**config.mk**
```make
export PLATFORM = sky130hd
export DESIGN_NAME = legendre_mult_pipe
export DESIGN_NICKNAME = d
export VERILOG_FILES = /design/src/rtl/legendre_mult_pipe.sv
export SDC_FILE = /design/constraint.sdc
export NUM_CORES = 1
export LEC_CHECK = 0
export ABC_CLOCK_PERIOD_IN_PS = 15850
export BUFFER_PORTS_ARGS = -buffer_cell sky130_fd_sc_hd__buf_2
export CAP_MARGIN = 30
export CORE_MARGIN = 10
export CORE_UTILIZATION = 50
export CTS_CLUSTER_SIZE = 20
export DETAILED_ROUTE_END_ITERATION = 10
export GPL_TIMING_DRIVEN = 0
export MAX_ROUTING_LAYER = met4
export PLACE_DENSITY = 0.67
export SLEW_MARGIN = 20
export SYNTH_ARGS = -nofsm -noshare
export SYNTH_HDL_FRONTEND = slang
export SYNTH_SLANG_ARGS = --single-unit
```
**constraint.sdc**
```tcl
create_clock -name ap_clk -period 15.85 [get_ports ap_clk]
set_input_delay 2.3775 -clock ap_clk [delete_from_list [all_inputs] [get_ports ap_clk]]
set_output_delay 2.3775 -clock ap_clk [all_outputs]
set_load 0.01 [all_outputs]
```
**src/rtl/legendre_mult_pipe.sv**
```systemverilog
`timescale 1ns/1ps
// legendre_mult_pipe
// Pipelined multiplier for the Legendre segment-fit datapath. It forms the full
// DIN0_WIDTH x DIN1_WIDTH product, optionally rounds it, right-shifts it, and then
// saturates or wraps it into DOUT_WIDTH bits. Each register stage has its own valid
// bit, so an empty stage can fill while the stages after it are stalled.
//
// Stage contents:
//   stage 1          registered operands, or the final result when NUM_STAGE = 1
//   stages 2..N-1    full product, passed down the pipe
//   stage N          dout / ovf
//
// Ports:
//   ap_clk     in   clock, rising edge
//   ap_rst     in   synchronous reset, active-high
//   in_valid   in   din0/din1 are valid
//   in_ready   out  block accepts a beat this cycle
//   din0       in   multiplicand, DIN0_WIDTH bits
//   din1       in   multiplier, DIN1_WIDTH bits
//   out_valid  out  dout/ovf are valid
//   out_ready  in   downstream accepts a beat
//   dout       out  scaled product, DOUT_WIDTH bits
//   ovf        out  the scaled product did not fit the DOUT range
//   ovf_cnt    out  number of delivered beats with ovf=1; holds at 0xFFFF
module legendre_mult_pipe #(
   parameter int DIN0_WIDTH = 26,
   parameter int DIN1_WIDTH = 18,
   parameter int DOUT_WIDTH = 32,
   parameter int NUM_STAGE  = 3,
   parameter int SIGNED     = 0,
   parameter int SHIFT      = 0,
   parameter int ROUND      = 0,
   parameter int SATURATE   = 0
) (
   input  logic                  ap_clk,
   input  logic                  ap_rst,
   input  logic                  in_valid,
   output logic                  in_ready,
   input  logic [DIN0_WIDTH-1:0] din0,
   input  logic [DIN1_WIDTH-1:0] din1,
   output logic                  out_valid,
   input  logic                  out_ready,
   output logic [DOUT_WIDTH-1:0] dout,
   output logic                  ovf,
   output logic [15:0]           ovf_cnt
);

   localparam int PW = DIN0_WIDTH + DIN1_WIDTH;
   localparam int N  = NUM_STAGE;

   // Rounding constant 2^(SHIFT-1); the sum is kept one bit wider than the product.
   localparam logic [PW:0] RND = (ROUND != 0 && SHIFT > 0) ?
                                 ((PW+1)'(1) << ((SHIFT > 0) ? SHIFT - 1 : 0)) : '0;
   localparam logic [DOUT_WIDTH-1:0] SMIN = DOUT_WIDTH'(1) << (DOUT_WIDTH - 1);
   localparam logic [DOUT_WIDTH-1:0] SMAX = ~SMIN;

   logic [N:1]            r_v;
   logic [N:1]            w_rdy;
   logic [N:1]            w_vin;
   logic [PW-1:0]         w_p_last;
   logic [DOUT_WIDTH-1:0] r_dout;
   logic                  r_ovf;
   logic [15:0]           r_ovf_cnt;

   // Full-width product: the operands are extended to PW bits first, so the low PW bits
   // of the product are exact in both signed and unsigned modes.
   function automatic logic [PW-1:0] f_mul(input logic [DIN0_WIDTH-1:0] a,
                                           input logic [DIN1_WIDTH-1:0] b);
      logic          l_ea;
      logic          l_eb;
      logic [PW-1:0] l_a;
      logic [PW-1:0] l_b;
      l_ea = (SIGNED != 0) ? a[DIN0_WIDTH-1] : 1'b0;
      l_eb = (SIGNED != 0) ? b[DIN1_WIDTH-1] : 1'b0;
      l_a  = {{(PW-DIN0_WIDTH){l_ea}}, a};
      l_b  = {{(PW-DIN1_WIDTH){l_eb}}, b};
      return l_a * l_b;
   endfunction

   // Round, shift and range-limit. Returns {ovf, dout}.
   function automatic logic [DOUT_WIDTH:0] f_scale(input logic [PW-1:0] p);
      logic [PW:0]              l_sum;
      logic [PW:0]              l_res;
      logic [PW-DOUT_WIDTH+1:0] l_hi;
      logic                     l_ovf;
      logic [DOUT_WIDTH-1:0]    l_dout;
      l_sum = {((SIGNED != 0) ? p[PW-1] : 1'b0), p} + RND;
      if (SIGNED != 0) l_res = $signed(l_sum) >>> SHIFT;
      else             l_res = l_sum >> SHIFT;
      // Signed: every bit from the DOUT sign bit upward must agree with it.
      // Unsigned: everything above the DOUT MSB must be zero.
      l_hi = l_res[PW:DOUT_WIDTH-1];
      if (SIGNED != 0) l_ovf = (l_hi != '0) && (l_hi != '1);
      else             l_ovf = (l_hi[PW-DOUT_WIDTH+1:1] != '0);
      l_dout = l_res[DOUT_WIDTH-1:0];
      if (l_ovf && SATURATE != 0) begin
         if (SIGNED != 0) l_dout = l_res[PW] ? SMIN : SMAX;
         else             l_dout = '1;
      end
      return {l_ovf, l_dout};
   endfunction

   // A stage may load when it is empty or when the stage after it can take its beat.
   always_comb begin : p_rdy
      logic l_rdy;
      l_rdy = out_ready;
      w_rdy = '0;
      for (int i = N; i >= 1; i--) begin
         l_rdy    = ~r_v[i] | l_rdy;
         w_rdy[i] = l_rdy;
      end
   end

   always_comb begin
      w_vin    = '0;
      w_vin[1] = in_valid;
      for (int i = 2; i <= N; i++) w_vin[i] = r_v[i-1];
   end

   always_ff @(posedge ap_clk) begin
      if (ap_rst) begin
         r_v <= '0;
      end else begin
         for (int i = 1; i <= N; i++) begin
            if (w_rdy[i]) r_v[i] <= w_vin[i];
         end
      end
   end

   generate
      if (N == 1) begin : g_n1
         assign w_p_last = f_mul(din0, din1);
      end else begin : g_nx
         logic [DIN0_WIDTH-1:0] r_a;
         logic [DIN1_WIDTH-1:0] r_b;

         always_ff @(posedge ap_clk) begin
            if (!ap_rst && w_rdy[1] && in_valid) begin
               r_a <= din0;
               r_b <= din1;
            end
         end

         if (N == 2) begin : g_n2
            assign w_p_last = f_mul(r_a, r_b);
         end else begin : g_n3
            logic [PW-1:0] r_p [2:N-1];

            always_ff @(posedge ap_clk) begin
               if (!ap_rst && w_rdy[2] && w_vin[2]) r_p[2] <= f_mul(r_a, r_b);
               for (int k = 3; k <= N - 1; k++) begin
                  if (!ap_rst && w_rdy[k] && w_vin[k]) r_p[k] <= r_p[k-1];
               end
            end

            assign w_p_last = r_p[N-1];
         end
      end
   endgenerate

   always_ff @(posedge ap_clk) begin
      if (ap_rst) begin
         r_dout <= '0;
         r_ovf  <= 1'b0;
      end else if (w_rdy[N] && w_vin[N]) begin
         {r_ovf, r_dout} <= f_scale(w_p_last);
      end
   end

   always_ff @(posedge ap_clk) begin
      if (ap_rst) begin
         r_ovf_cnt <= '0;
      end else if (r_v[N] && out_ready && r_ovf && r_ovf_cnt != 16'hFFFF) begin
         r_ovf_cnt <= r_ovf_cnt + 16'd1;
      end
   end

   assign in_ready  = w_rdy[1] & ~ap_rst;
   assign out_valid = r_v[N];
   assign dout      = r_dout;
   assign ovf       = r_ovf;
   assign ovf_cnt   = r_ovf_cnt;

endmodule
```
==> results.sh <==
export IMPL_outcome="finished, final reports clean"
export IMPL_netlist_top_cell_by_area="sky130_fd_sc_hd__fa_1"
export IMPL_critical_setup_path_kind="reg2reg"
export IMPL_postRouteAntennaNets=0
export IMPL_cts_max_path_buffers=2
export IMPL_maximum_number_of_pins_on_one_net_before_global_route_repair=45
export IMPL_detail_route_wirelength_um=56900
export IMPL_track_usage_pct=25.3
export IMPL_ctsHtreeMaxLevel=4
export IMPL_design_final_nets=2820
export IMPL_critical_path_max_stage_delay_ns=0.71
export IMPL_core_um2=39500
export IMPL_via_count_of_the_first_global_routing_pass=15900
export IMPL_cell_count_after_synthesis=2152
export IMPL_maxClockFrequency_mhz=136
export IMPL_synth_adder_area_share_pct=46.1
export IMPL_synth_top_family_by_area="adder cells"
export IMPL_die_height_um=220
export IMPL_report_final_slew_viol_count=0
export IMPL_synth_avg_cell_area_um2=9.25
export IMPL_synth_async_sr_flop_share_pct=0
export IMPL_top_level_ports=99
export IMPL_rr_endpoint="g_nx.g_n3.r_p[2][41]"
export IMPL_final_util_pct=54.9
export IMPL_place_congestion=0.980
export IMPL_routed_via_count_divided_by_cell_count=5.39
export IMPL_most_common_cell_after_layout_fill_and_taps_aside="sky130_fd_sc_hd__inv_1"
export IMPL_max_slew_margin_rel_pct=33.1
export IMPL_muxShareOfSynthArea_pct=0.163
export IMPL_critical_path_reg2reg_startpoint="g_nx.r_b[10]"
export IMPL_tritoncts="done"
export IMPL_synthesis_nets=2703
export IMPL_rrSetupSlack_ns=8.50
export IMPL_die_w_um=220
export IMPL_synth_xor_area_share_pct=2.02
export IMPL_final_cell_mix="457 x sky130_fd_sc_hd__inv_1, 404 x sky130_fd_sc_hd__nand2_1, 384 x sky130_fd_sc_hd__fa_1"
export IMPL_num_vias=15100
export IMPL_final_hold_viol_count=0
export IMPL_timing_setup_tns_ns=0
export IMPL_layout_worst_path_cycle_share_pct=46.3
export IMPL_post_cts_hold_buffer_count=0
export IMPL_dr_pass1_iters=5
export IMPL_cp_start_kind="flop"
export IMPL_synth_edff_count=88
export IMPL_placement_cell_area_um2=21100
export IMPL_die_footprint_um2=48200
export IMPL_hold_ws_ns=0.453
export IMPL_clock_skews_ns=0.0223
export IMPL_synth_compound_area_share_pct=5.70
export IMPL_post_route_min_period_ns=7.35
export IMPL_routed_wire_length_per_instance_um=20.2
export IMPL_worstPathMaxFanout=10
export IMPL_post_synth_main_area_contributors="sky130_fd_sc_hd__fa_1 39%, sky130_fd_sc_hd__edfxtp_1 13%, sky130_fd_sc_hd__inv_1 8.6%"
export IMPL_synth_warnings=0
export IMPL_reg2reg_depth=20
export IMPL_crit_path_cell_trace="clkbuf_1, clkbuf_1, nand2_1, fa_1, inv_1, fa_1, fa_1, fa_1, fa_1, inv_1, fa_1, inv_1, ha_1, buf_2, a21oi_1, o21ai_0, a221oi_1, nand3_1, a2111oi_0, a311oi_1"
export IMPL_synth_flop_cell="sky130_fd_sc_hd__edfxtp_1"
export IMPL_min_path_type="reg2reg"
export IMPL_clockRootBuffer="sky130_fd_sc_hd__clkbuf_16"
export IMPL_total_of_flip_flops_plus_latches_after_synthesis=140
export IMPL_critical_path_slowest_cell="sky130_fd_sc_hd__clkbuf_1"
export IMPL_share_of_cells_above_drive_strength_1_pct=6.35
export IMPL_grt_setup_unrepaired="false"
export IMPL_worst_setup_sp="g_nx.r_b[10]"
export IMPL_cp_end_kind="flop"
export IMPL_postCtsSetupRepairBufs=0
export IMPL_timing_worst_slew_pin_value_ns=1.00
export IMPL_tritoncts_num_sinks=140
export IMPL_postLayoutCellArea_um2=21700
export IMPL_synthDistinctLibCells=61
export IMPL_initial_cell_density_of_the_core_pct=50.4
export IMPL_clock_latency_ns=0.48
export IMPL_drtIter0Drc=1285
export IMPL_grt_overflow_total=0
export IMPL_portBuffers=97
export IMPL_worst_ep_arrival_time_ns=7.54
export IMPL_post_synthesis_cell_area_um2=19900
export IMPL_yosys_area_top_type_share_pct=38.6
export IMPL_yosysSeqAreaShare_pct=18.5
export IMPL_drt_drc_violations_left=0
export IMPL_synthToLayoutAreaGrowth_pct=9.00
export IMPL_rows=73
export IMPL_synth_simple_area_share_pct=16.8
export IMPL_maxCapViolCount=0
export IMPL_numCtsBuffers=17
export IMPL_dpl_hpwl_um=45900
export IMPL_clkTransAtPathRegs_ns=0.07
export IMPL_setup_viol=0
export IMPL_crit_end="g_nx.g_n3.r_p[2][41]"
export IMPL_crit_top_cell="sky130_fd_sc_hd__fa_1"
export IMPL_grt_antenna_before_repair=1
export IMPL_worst_ep_required_time_ns=16.04
export IMPL_ctsResizeCount=0
export IMPL_grt_pass1_wl_um=90200
-- registers in the layout (all words and copies together), names as in the netlist --
register	cells
ovf_cnt	16
g_nx.r_b	18
g_nx.g_n3.r_p	44
dout	32
g_nx.r_a	26
r_v	3
ovf	1
-- stage by stage --
| step | worst slack (ns) | instances |
|---|---|---|
| after floorplan | 9.93 | 2152 |
| after global placement | 8.64 | 2774 |
| after detailed placement | 8.55 | 2775 |
| after CTS | 8.53 | 2807 |
| after global routing | 8.21 | 2809 |
| final | 8.50 | 2810 |
-- final cells by class --
| cell class | count | area [µm²] |
|---|---|---|
| Clock buffer | 17 | 425 |
| Timing Repair Buffer | 98 | 513 |
| Sequential cell | 140 | 3680 |
| Buffer | 109 | 415 |
| Multi-Input combinational cell | 1445 | 14100 |
| Antenna cell | 3 | 7.51 |
| Clock inverter | 15 | 175 |
| Inverter | 458 | 1720 |
| Tap cell | 525 | 657 |
| Fill cell | 3588 | 17800 |
-- worst min path at each step --
stage                        start       to  cells past startpoint
3_5_place_dp               dout[5]  dout[5]                      2
3_3_place_gp               dout[4]  dout[4]                      2
4_1_cts                    dout[5]  dout[5]                      2
5_1_grt                    dout[5]  dout[5]                      2
6_report                   dout[5]  dout[5]                      2
2_1_floorplan  g_nx.g_n3.r_p[2][0]  dout[0]                      2
-- worst max-delay path, delay by kind of cell, from the launching register on --
family	cells	cell delay [ns]
simple gates	2	0.37
fa+ha+maj	7	3.35
buf+inv	6	1.67
compound gates	5	1.34
flops	1	0.32
-- cell usage after synthesis (5+ instances only) --
cell type                  count
sky130_fd_sc_hd__and2_1      180
sky130_fd_sc_hd__dfxtp_1      52
sky130_fd_sc_hd__xor2_1       27
sky130_fd_sc_hd__nand4_1      12
sky130_fd_sc_hd__o21a_1        7
sky130_fd_sc_hd__and3_1       10
sky130_fd_sc_hd__xnor2_1      19
sky130_fd_sc_hd__ha_1        119
sky130_fd_sc_hd__a21o_1       15
sky130_fd_sc_hd__nand2_1     404
sky130_fd_sc_hd__fa_1        384
sky130_fd_sc_hd__o211ai_1      6
sky130_fd_sc_hd__a31oi_1       8
sky130_fd_sc_hd__nor2b_1       7
sky130_fd_sc_hd__buf_2         5
sky130_fd_sc_hd__o21ai_0      21
sky130_fd_sc_hd__nor3_1        8
sky130_fd_sc_hd__a311oi_1      5
sky130_fd_sc_hd__edfxtp_1     88
sky130_fd_sc_hd__inv_1       457
sky130_fd_sc_hd__a21oi_1      77
sky130_fd_sc_hd__nand3_1      20
sky130_fd_sc_hd__clkbuf_1    101
sky130_fd_sc_hd__nor2_1       46
sky130_fd_sc_hd__and4_1        9
sky130_fd_sc_hd__a211oi_1      7
-- kinds of logic (layout without fill, tap and decap cells) --
kind of cell	after synthesis	count (layout)
buffers and inverters	567	697
multiplexers	3	3
other	0	3
adder cells (fa/ha/maj)	503	503
AO/OA/AOI/OAI	179	179
AND/OR/NAND/NOR	714	714
flip-flops	140	140
XOR/XNOR	46	46
-- per-layer routing --
metal  share of wire [%]  GRT usage (%)  vias to the layer above
met5                   0              -                        -
met4                 3.6           9.27                        0
met3                 8.0           4.36                      125
met2                  45           38.7                      642
met1                  43           33.4                     7626
li1                    -              -                     6747
Power is left out: the tool's default activity adds up to more than one toggle a clock period on the data nets, which glitch-free logic cannot reach.
